## src/rtl/mem_arbiter_pkg.sv

```systemverilog
// -----------------------------------------------------------------------------
// mem_arbiter_pkg
// Shared definitions for the unified memory-bus arbiter:
//   - memory command encodings (MEM_NONE / MEM_LW / MEM_SW)
//   - the architectural no-op instruction substituted on an aborted fetch
//   - arbiter FSM state encoding
//   - the latched bus transfer descriptor
// -----------------------------------------------------------------------------
package mem_arbiter_pkg;

  // Memory command encodings carried on dm_cmd / bus_cmd.
  localparam logic [3:0] MEM_NONE = 4'h0;
  localparam logic [3:0] MEM_LW   = 4'h2;
  localparam logic [3:0] MEM_SW   = 4'hA;

  // addi x0, x0, 0 -- harmless instruction handed to IF when a fetch is aborted.
  localparam logic [31:0] NOOP_INST = 32'h0000_0013;

  // Arbiter FSM states.
  typedef logic [1:0] arb_state_t;
  localparam arb_state_t ARB_IDLE  = 2'd0;
  localparam arb_state_t ARB_FETCH = 2'd1;
  localparam arb_state_t ARB_DATA  = 2'd2;

  // Everything that is captured at grant time and held on the bus until the
  // transaction retires.
  typedef struct packed {
    logic [3:0]  cmd;
    logic [31:0] addr;
    logic [31:0] wdata;
  } bus_xfer_t;

endpackage

```

## src/rtl/mem_arb_timer.sv

```systemverilog
// -----------------------------------------------------------------------------
// mem_arb_timer
// Wait-cycle counter for the arbiter watchdog.
// Ports:
//   clk_i   clock, rising edge
//   rst_ni  asynchronous reset, active-low
//   clr_i   synchronous clear (has priority over en_i)
//   en_i    count enable, one increment per enabled cycle
//   tc_o    terminal count: counter equals TERM-1
// -----------------------------------------------------------------------------
module mem_arb_timer #(
  parameter int CNT_W = 8,
  parameter int TERM  = 64
) (
  input  logic clk_i,
  input  logic rst_ni,
  input  logic clr_i,
  input  logic en_i,
  output logic tc_o
);

  logic [CNT_W-1:0] cnt_q;
  logic [CNT_W-1:0] cnt_d;

  always_comb begin
    cnt_d = cnt_q;
    if (clr_i)     cnt_d = '0;
    else if (en_i) cnt_d = cnt_q + 1'b1;
  end

  // NOTE: sequential state is assigned with <= so every flop samples the
  // pre-edge value of its neighbours, independent of block ordering.
  always_ff @(posedge clk_i or negedge rst_ni) begin
    if (!rst_ni) cnt_q <= '0;
    else         cnt_q <= cnt_d;
  end

  assign tc_o = (cnt_q == CNT_W'(TERM - 1));

endmodule

```

## src/rtl/mem_arbiter.sv

```systemverilog
// -----------------------------------------------------------------------------
// mem_arbiter
// Shares one single-port memory bus between instruction fetch and MEM-stage
// data access. Data has priority; a starvation counter forces a fetch after
// STARVE_LIMIT consecutive data grants with fetch pending. A watchdog aborts a
// transaction after TIMEOUT cycles without bus_ack and acks the requester with
// substitute data.
// Ports:
//   clk, rst (async, active-low)
//   if_req/if_addr -> if_inst/if_ack      fetch side, ack is a 1-cycle pulse
//   dm_cmd/dm_addr/dm_din -> dm_dout/dm_ack   data side
//   bus_req/bus_cmd/bus_addr/bus_wdata    registered bus request
//   bus_rdata/bus_ack                     bus response
//   stall_if/stall_mem                    pipeline stall levels
//   err/err_src                           timeout pulse and its source (1=data)
// -----------------------------------------------------------------------------
module mem_arbiter
  import mem_arbiter_pkg::*;
#(
  parameter int STARVE_LIMIT = 4,
  parameter int TIMEOUT      = 64,
  parameter int CNT_W        = 8
) (
  input  logic        clk,
  input  logic        rst,
  input  logic        if_req,
  input  logic [31:0] if_addr,
  output logic [31:0] if_inst,
  output logic        if_ack,
  input  logic [3:0]  dm_cmd,
  input  logic [31:0] dm_addr,
  input  logic [31:0] dm_din,
  output logic [31:0] dm_dout,
  output logic        dm_ack,
  output logic        bus_req,
  output logic [3:0]  bus_cmd,
  output logic [31:0] bus_addr,
  output logic [31:0] bus_wdata,
  input  logic [31:0] bus_rdata,
  input  logic        bus_ack,
  output logic        stall_if,
  output logic        stall_mem,
  output logic        err,
  output logic        err_src
);

  arb_state_t       state_q, state_d;
  bus_xfer_t        xfer_q, xfer_d;
  logic             bus_req_q, bus_req_d;
  logic [CNT_W-1:0] starve_cnt_q, starve_cnt_d;
  logic             err_q, err_d;
  logic             err_src_q, err_src_d;
  // Substitute-ack flags: the cycle after a timeout, the aborted requester
  // sees its ack while the FSM is already back in IDLE.
  logic             abort_if_q, abort_if_d;
  logic             abort_dm_q, abort_dm_d;

  logic dm_req, busy, fetch_done, data_done, wait_tc, timeout;
  logic starved, can_grant, grant_data, grant_fetch;

  assign dm_req     = (dm_cmd != MEM_NONE);
  assign busy       = (state_q != ARB_IDLE);
  assign fetch_done = (state_q == ARB_FETCH) && bus_ack;
  assign data_done  = (state_q == ARB_DATA) && bus_ack;
  assign timeout    = busy && !bus_ack && wait_tc;
  assign starved    = if_req && (starve_cnt_q == CNT_W'(STARVE_LIMIT));
  // During a substitute-ack cycle the requester still presents the request it
  // is being acked for; granting it again would replay the access.
  assign can_grant   = (state_q == ARB_IDLE) && !abort_if_q && !abort_dm_q;
  assign grant_data  = can_grant && dm_req && !starved;
  assign grant_fetch = can_grant && if_req && !grant_data;

  mem_arb_timer #(
    .CNT_W (CNT_W),
    .TERM  (TIMEOUT)
  ) u_timer (
    .clk_i  (clk),
    .rst_ni (rst),
    .clr_i  (grant_data || grant_fetch),
    .en_i   (busy && !bus_ack),
    .tc_o   (wait_tc)
  );

  // NOTE: every variable assigned in this block gets its hold value first, so
  // no path leaves it unassigned and no latch is inferred.
  always_comb begin
    state_d      = state_q;
    xfer_d       = xfer_q;
    bus_req_d    = bus_req_q;
    starve_cnt_d = starve_cnt_q;
    err_d        = timeout;
    err_src_d    = timeout ? (state_q == ARB_DATA) : err_src_q;
    abort_if_d   = timeout && (state_q == ARB_FETCH);
    abort_dm_d   = timeout && (state_q == ARB_DATA);

    if (grant_data) begin
      state_d   = ARB_DATA;
      bus_req_d = 1'b1;
      xfer_d    = '{cmd: dm_cmd, addr: dm_addr, wdata: dm_din};
    end else if (grant_fetch) begin
      state_d   = ARB_FETCH;
      bus_req_d = 1'b1;
      xfer_d    = '{cmd: MEM_LW, addr: if_addr, wdata: 32'h0};
    end

    if (busy && (bus_ack || timeout)) begin
      state_d    = ARB_IDLE;
      bus_req_d  = 1'b0;
      xfer_d.cmd = MEM_NONE;
    end

    // Counts data grants that overtook a pending fetch; saturates at the limit.
    if (!if_req || grant_fetch)
      starve_cnt_d = '0;
    else if (grant_data && (starve_cnt_q != CNT_W'(STARVE_LIMIT)))
      starve_cnt_d = starve_cnt_q + 1'b1;
  end

  always_ff @(posedge clk or negedge rst) begin
    if (!rst) begin
      state_q      <= ARB_IDLE;
      xfer_q       <= '{cmd: MEM_NONE, addr: 32'h0, wdata: 32'h0};
      bus_req_q    <= 1'b0;
      starve_cnt_q <= '0;
      err_q        <= 1'b0;
      err_src_q    <= 1'b0;
      abort_if_q   <= 1'b0;
      abort_dm_q   <= 1'b0;
    end else begin
      state_q      <= state_d;
      xfer_q       <= xfer_d;
      bus_req_q    <= bus_req_d;
      starve_cnt_q <= starve_cnt_d;
      err_q        <= err_d;
      err_src_q    <= err_src_d;
      abort_if_q   <= abort_if_d;
      abort_dm_q   <= abort_dm_d;
    end
  end

  // Acks and read data are combinational so the pipeline advances in the
  // very cycle the bus answers.
  assign if_ack    = fetch_done || abort_if_q;
  assign if_inst   = fetch_done ? bus_rdata : NOOP_INST;
  assign dm_ack    = data_done || abort_dm_q;
  assign dm_dout   = data_done ? bus_rdata : 32'h0;
  assign stall_if  = if_req && !if_ack;
  assign stall_mem = dm_req && !dm_ack;

  assign bus_req   = bus_req_q;
  assign bus_cmd   = xfer_q.cmd;
  assign bus_addr  = xfer_q.addr;
  assign bus_wdata = xfer_q.wdata;
  assign err       = err_q;
  assign err_src   = err_src_q;

endmodule

```

## config.mk

```make
export PLATFORM = sky130hd
export DESIGN_NAME = mem_arbiter
export DESIGN_NICKNAME = d
export VERILOG_FILES = /design/src/rtl/mem_arbiter_pkg.sv /design/src/rtl/mem_arb_timer.sv /design/src/rtl/mem_arbiter.sv
export SDC_FILE = /design/constraint.sdc
export NUM_CORES = 1
export LEC_CHECK = 0
export BUFFER_PORTS_ARGS = -buffer_cell sky130_fd_sc_hd__buf_2
export CORE_MARGIN = 1
export CORE_UTILIZATION = 45
export CTS_BUF_LIST = sky130_fd_sc_hd__clkbuf_2
export DETAILED_ROUTE_END_ITERATION = 12
export HOLD_SLACK_MARGIN = 0.08
export PLACE_DENSITY = 0.9
export SLEW_MARGIN = 20
export SYNTH_ARGS = -nofsm -noshare
export SYNTH_HDL_FRONTEND = slang
export SYNTH_SLANG_ARGS = --single-unit
export TNS_END_PERCENT = 20
```

## constraint.sdc

```tcl
create_clock -name clk -period 4.6 [get_ports clk]
set_input_delay 0.46 -clock clk [delete_from_list [all_inputs] [get_ports clk]]
set_output_delay 0.46 -clock clk [all_outputs]
set_load 0.005 [all_outputs]
```

-- Word-level counts from Yosys, hierarchy flattened
Cells that the tools add are included.
- bits in registers: 91
- bits of input ports: 136
- output and inout port bits: 139
- logic and storage cells: 70
- add/subtract/negate cells: 2
- equal/unequal tests: 5
- mux-type cells: 15
- reduce and logical (&&, ||, !) cells: 37
- operators by type and width (kind ; count):
    68-bit two-way mux ; 2
    32-bit two-way mux ; 2
    8-bit two-way mux ; 4
    1-bit logical AND ; 17
    8-bit by 1-bit adder with 8-bit output, second input constant ; 2
    8-bit by 3-bit == test with 1-bit output, second input constant ; 1
    8-bit by 6-bit == test with 1-bit output, second input constant ; 1
    1-bit zero test ; 8
    8-bit by 3-bit != test with 1-bit output, second input constant ; 1
    2-bit nonzero test ; 4
    2-bit two-way mux ; 3
    1-bit logical OR ; 5
    4-bit two-way mux ; 1
    4-bit nonzero test ; 1
    1-bit two-way mux ; 3
    3-bit nonzero test ; 1
    2-bit by 1-bit == test with 1-bit output, second input constant ; 1
    2-bit == test, second input constant ; 1
    2-bit zero test ; 1

-- Longest topological paths before layout
- depth after elaboration: 10
- depth in mapped cells: 8
- gate-level depth less buffers: 5

-- Hierarchy
A second synthesis with hierarchy kept.
- cell total of the unflattened synthesis: 543
- area, all modules: 5086.1 µm²
- modules (own cells, without submodules) (module ; times used ; cells each ; area each (µm²) ; seq. area each (µm²)):
    mem_arbiter ; 1 ; 504 ; 4695.8 ; 2077.0
    mem_arb_timer ; 1 ; 39 ; 390.4 ; 200.2

-- Worst setup path after synthesis
OpenSTA, ideal clock, no wires.
- kind: reg-to-reg
- start: reg starve_cnt_q[0]
- end: reg xfer_q (netlist bit bus_wdata[6])
- library setup time: 0.079 ns
- arrival: 1.868 ns
- required time: 4.521 ns
- setup slack: 2.653 ns
- cell stages (with the launch flop): 9
- buffers on the path: 3
- period minus slack after synthesis: 1.947 ns
- cell sequence: dfrtp_1 inv_1 ha_1 or4bb_1 clkbuf_1 o211ai_2 buf_6 buf_6 mux2i_1
- cells in the longest elaborated chain, start to end: 7
- elaborated cells on any way between the ends: 8
- classes of those cells: eq/ne (1); mux (1); reduce/logical (6)
- RTL lines (element ; RTL line ; RTL):
    start, declared ; mem_arbiter.sv:50 ; logic [CNT_W-1:0] starve_cnt_q, starve_cnt_d;
    start signal, assigned ; mem_arbiter.sv:133 ; starve_cnt_q <= starve_cnt_d;
    8-bit by 3-bit == test with 1-bit output * ; mem_arbiter.sv:66 ; assign starved = if_req && (starve_cnt_q == CNT_W'(STARVE_LIMIT));
    1-bit logical AND * ; mem_arbiter.sv:66 ;
    1-bit zero test * ; mem_arbiter.sv:70 ; assign grant_data = can_grant && dm_req && !starved;
    1-bit logical AND * ; mem_arbiter.sv:70 ;
    1-bit zero test ; mem_arbiter.sv:71 ; assign grant_fetch = can_grant && if_req && !grant_data;
    1-bit logical AND ; mem_arbiter.sv:71 ;
    2-bit nonzero test (no line) ; n/a ;
    end signal, assigned ; mem_arbiter.sv:122 ; xfer_q <= '{cmd: MEM_NONE, addr: 32'h0, wdata: 32'h0};
    end signal, assigned ; mem_arbiter.sv:131 ; xfer_q <= xfer_d;
    end, declared ; mem_arbiter.sv:48 ; bus_xfer_t xfer_q, xfer_d;
Mark *: on every way between the ends. The rest lies on a longest branch, timed or not.
A chain may end at the register's enable or synchronous reset.

-- Final worst setup path
- start: reg state_q[0]
- end: reg xfer_q (netlist bit bus_addr[3])
- cells in the longest elaborated chain, start to end: 8
- elaborated cells on any way between the ends: 10
- classes of those cells: mux (1); reduce/logical (9)
- RTL lines (element ; RTL line ; RTL):
    start, declared ; mem_arbiter.sv:47 ; arb_state_t state_q, state_d;
    start signal, assigned ; mem_arbiter.sv:130 ; state_q <= state_d;
    2-bit zero test * ; mem_arbiter.sv:69 ; assign can_grant = (state_q == ARB_IDLE) && !abort_if_q && !abort_dm_q;
    1-bit logical AND * (2 in a row) ; mem_arbiter.sv:69 ;
    1-bit logical AND (2 in a row) ; mem_arbiter.sv:70 ;
    1-bit zero test ; mem_arbiter.sv:71 ;
    1-bit logical AND ; mem_arbiter.sv:71 ;
    2-bit nonzero test (no line) ; n/a ;
Marked as above.

==> metrics.md <==
| Metric | Value |
|---|---|
| Outcome | `completed` |
| VDD IR max | `0.298 mV` |
| Dpl cell area | `6530 um2` |
| Critical Path Max Stage Delay | `1050 ps` |
| WHS Endpoint | `bus_wdata[26]` |
| Crit path DAT | `3230 ps` |
| Multiplexer area fraction after synthesis | `6.42%` |
| Max clock buf depth | `2` |
| Syn nets | `691` |
| Routed wire length | `17000 um` |
| CTS Hold Bufs | `23` |
| #FFs+latches synth | `91` |
| First-pass GRT wire length | `25600 um` |
| Worst Setup End Kind | `register` |
| DR vias | `5446` |
| Placer Congestion | `0.769` |
| Area delta synth->final | `34.3%` |
| Slew @ Worst Pin | `935 ps` |
| Most common cell after layout, fill and taps aside | `buf_2` |
| R2R depth | `4` |
| Number of CTS-inserted buffers | `9` |
| Compound-Gate Fraction of Synth Area | `23.0%` |
| Avg Synthesized Cell Area | `9.32 um2` |
| Met2 Resource Use GR | `50.7%` |
| Post-route ant nets | `0` |
| Cells after synthesis | `552` |
| Flop pwr share | `39.6%` |
| Ys Warns | `0` |
| WHS Path Cells | `3` |
| RSZ-0062 raised after global routing | `no` |
| Int Pwr | `0.00200 W` |
| Xor/xnor share of the synthesized area | `0.170%` |
| Die ar. | `11900 um2` |
| Min-delay src | `dm_din[26]` |
| TNS Setup | `0 ps` |
| Sink Count | `91` |
| P_sw | `0.00133 W` |
| Dpl hpwl | `11400 um` |
| CTS tree | `yes` |
| Largest family of logic cells by synthesized area | `compound AO/OA/AOI/OAI gates` |
| Die Ht | `109 um` |
| Initial antenna violation count | `1` |
| Slew Viols, Final | `0` |
| Fin area | `6910 um2` |
| Number of cell rows | `38` |
| Max-Cap Viols | `0` |
| GRT Overall Usage | `28.3%` |
| Port-buffer cells | `274` |
| Register area share after synthesis | `44.3%` |
| Fmax | `0.356 GHz` |
| CP startpoint kind | `register` |
| GR Layer Usage met1 | `32.9%` |
| Routed WL per cell | `17.7 um` |
| Post-synthesis simple-gate area fraction | `17.1%` |
| Synth Cell Area | `5140 um2` |
| Final nets | `950` |
| CTS Root Cell | `clkbuf_2` |
| Fillers | `922` |
| Setup Viol. Count Final | `0` |
| Top Usage Layer GRT | `met2` |
| Max FO, Critical Path | `56` |
| Commonest non-fill, non-tap cells in the layout | `273 x buf_2, 91 x dfrtp_1, 75 x o21ai_0, 61 x and2_1, 40 x inv_1` |
| Via density | `5.69` |
| Clock period minus worst slack | `2810 ps` |
| Ys async rst share | `100%` |
| Clock Power Share | `13.7%` |
| Critical-path cell list | `or4_2 -> buf_4 -> a2111oi_0 -> a31oi_1` |
| Period utilization | `61.0%` |
| Number of remaining DRC errors | `0` |
| H-tree levels | `3` |
| Worst R2R Start | `state_q[0]` |
| Effective utilization at floorplan | `46.8%` |
| Setup Buffers After CTS | `0` |
| Vias in the first global route | `5081` |
| Post-synth EDFFs | `0` |
| Ports | `275` |
| Clock skew | `47.1 ps` |
| Area of the multi-input gates | `2480 um2` |
| Share of layout cells above drive strength 1 | `38.0%` |
| Lkg Pwr | `3.53 nW` |
| Core box area | `11000 um2` |
| Post_cts resized | `0` |
| Largest net degree at the start of global routing | `57` |
| Path type of the worst setup path | `register to register` |
| CP max stage cell | `or4_2` |
| TritonRoute pass-1 iters | `5` |
| Final Hold Viols | `0` |
| Clock Latency Late Sink | `540 ps` |
| Clock-pin slew of the registers on the worst-case setup and hold paths | `250 ps` |
| CP required | `5020 ps` |
| Top_reg_cell synth | `dfrtp_1` |
| Logic pwr share | `46.7%` |
| Unique masters post-synth | `44` |
| Relative slew margins | `37.5%` |
| DRT iter0 DRCs | `522` |
| Adder-cell share of the synthesized area | `0.730%` |
| Power Density | `482 nW/um2` |
| Congestion Overflow GR | `0` |
| Die width | `109 um` |
| Met3 Use GR | `5.50%` |
| R2R Setup Slk | `1790 ps` |
| Sw Share | `40.0%` |
| Register area | `2280 um2` |
| Reg-to-reg endpoint | `bus_addr[3]` |
| Hold/Removal Path Class | `input port to register` |
[Yosys cell counts (7+ instances only)]
| master | instances | area [um2] |
|---|---|---|
| dfrtp_1 | 91 | 2280 |
| clkbuf_1 | 41 | 154 |
| buf_2 | 7 | 35.0 |
| inv_1 | 41 | 154 |
| a31oi_1 | 32 | 200 |
| nand3_1 | 38 | 190 |
| or4_1 | 8 | 60.1 |
| mux2i_1 | 33 | 330 |
| or3_1 | 7 | 43.8 |
| a21oi_1 | 11 | 55.1 |
| o31ai_1 | 11 | 82.6 |
| and2_1 | 61 | 382 |
| a2111oi_0 | 33 | 289 |
| o21ai_0 | 75 | 375 |
[worst max-delay path, delay by kind of cell (launching register included)]
kind | cells | cell delay [ps]
DFF | 1 | 550
and+or+nand+nor | 1 | 1050
buffers and inverters | 1 | 430
AOI/OAI and AO/OA | 2 | 670
[power by group through the flow]
| stage | sequential (W) | combinational [W] | clock, W |
|---|---|---|---|
| after floorplan | 0.00132 | 0.000898 | 0 |
| after global placement | 0.00132 | 0.00147 | 0 |
| after detailed placement | 0.00132 | 0.00154 | 0 |
| after CTS | 0.00131 | 0.00155 | 0.000460 |
| after global routing | 0.00135 | 0.00173 | 0.000495 |
| final | 0.00132 | 0.00156 | 0.000456 |
[layer usage]
metal | routed length, um | share of wire (%)
met2 | 9000 | 53
met3 | 1320 | 7.8
met4 | 368 | 2.2
met1 | 6270 | 37
met5 | 0 | 0
[state kept, by name, indices dropped and copies added, names as in the netlist]
register,flops
abort_dm_q,1
abort_if_q,1
bus_addr,32
bus_cmd,4
bus_req,1
bus_wdata,32
err,1
err_src,1
starve_cnt_q,8
state_q,2
u_timer.cnt_q,8
[how the worst max path moves through the flow]
stage,startpoint,endpoint,slack (ps),depth (start not counted)
final,state_q[0],bus_addr[3],1790,4
after detailed placement,if_req,bus_wdata[21],1510,5
after CTS,state_q[0],stall_if,1720,4
after floorplan,starve_cnt_q[0],bus_wdata[6],2650,8
after global routing,state_q[0],stall_if,1600,4
after global placement,if_req,bus_wdata[16],1600,5
[cell families after synthesis]
| group | Yosys count |
|---|---|
| simple gates | 143 |
| flops | 91 |
| buf+inv | 99 |
| mux | 33 |
| xor+xnor | 1 |
| compound gates | 182 |
| fa+ha+maj | 3 |
[final cells by class]
type | count | share of cell area, %
multi-input combinational | 362 | 35.9
tap | 140 | 2.54
clock inverter | 4 | 1.09
antenna | 1 | 0.0362
clock buffer | 12 | 0.869
inverter | 41 | 2.23
timing repair buffer | 306 | 24.4
sequential | 91 | 33.0
[metrics by stage]
stage / worst slack, ps / hold slack, ps / util, % / cells / power (W)
finish: 1790 / 137 / 62.9 / 957 / 0.00333
detailed placement: 1510 / 514 / 59.5 / 916 / 0.00286
global placement: 1600 / 490 / 59.5 / 916 / 0.00279
global route: 1600 / 81.8 / 62.9 / 957 / 0.00357
CTS: 1720 / 80.2 / 62.8 / 955 / 0.00332
floorplan: 2650 / 164 / - / 552 / 0.00221
Power figures use the tool's default switching activity.
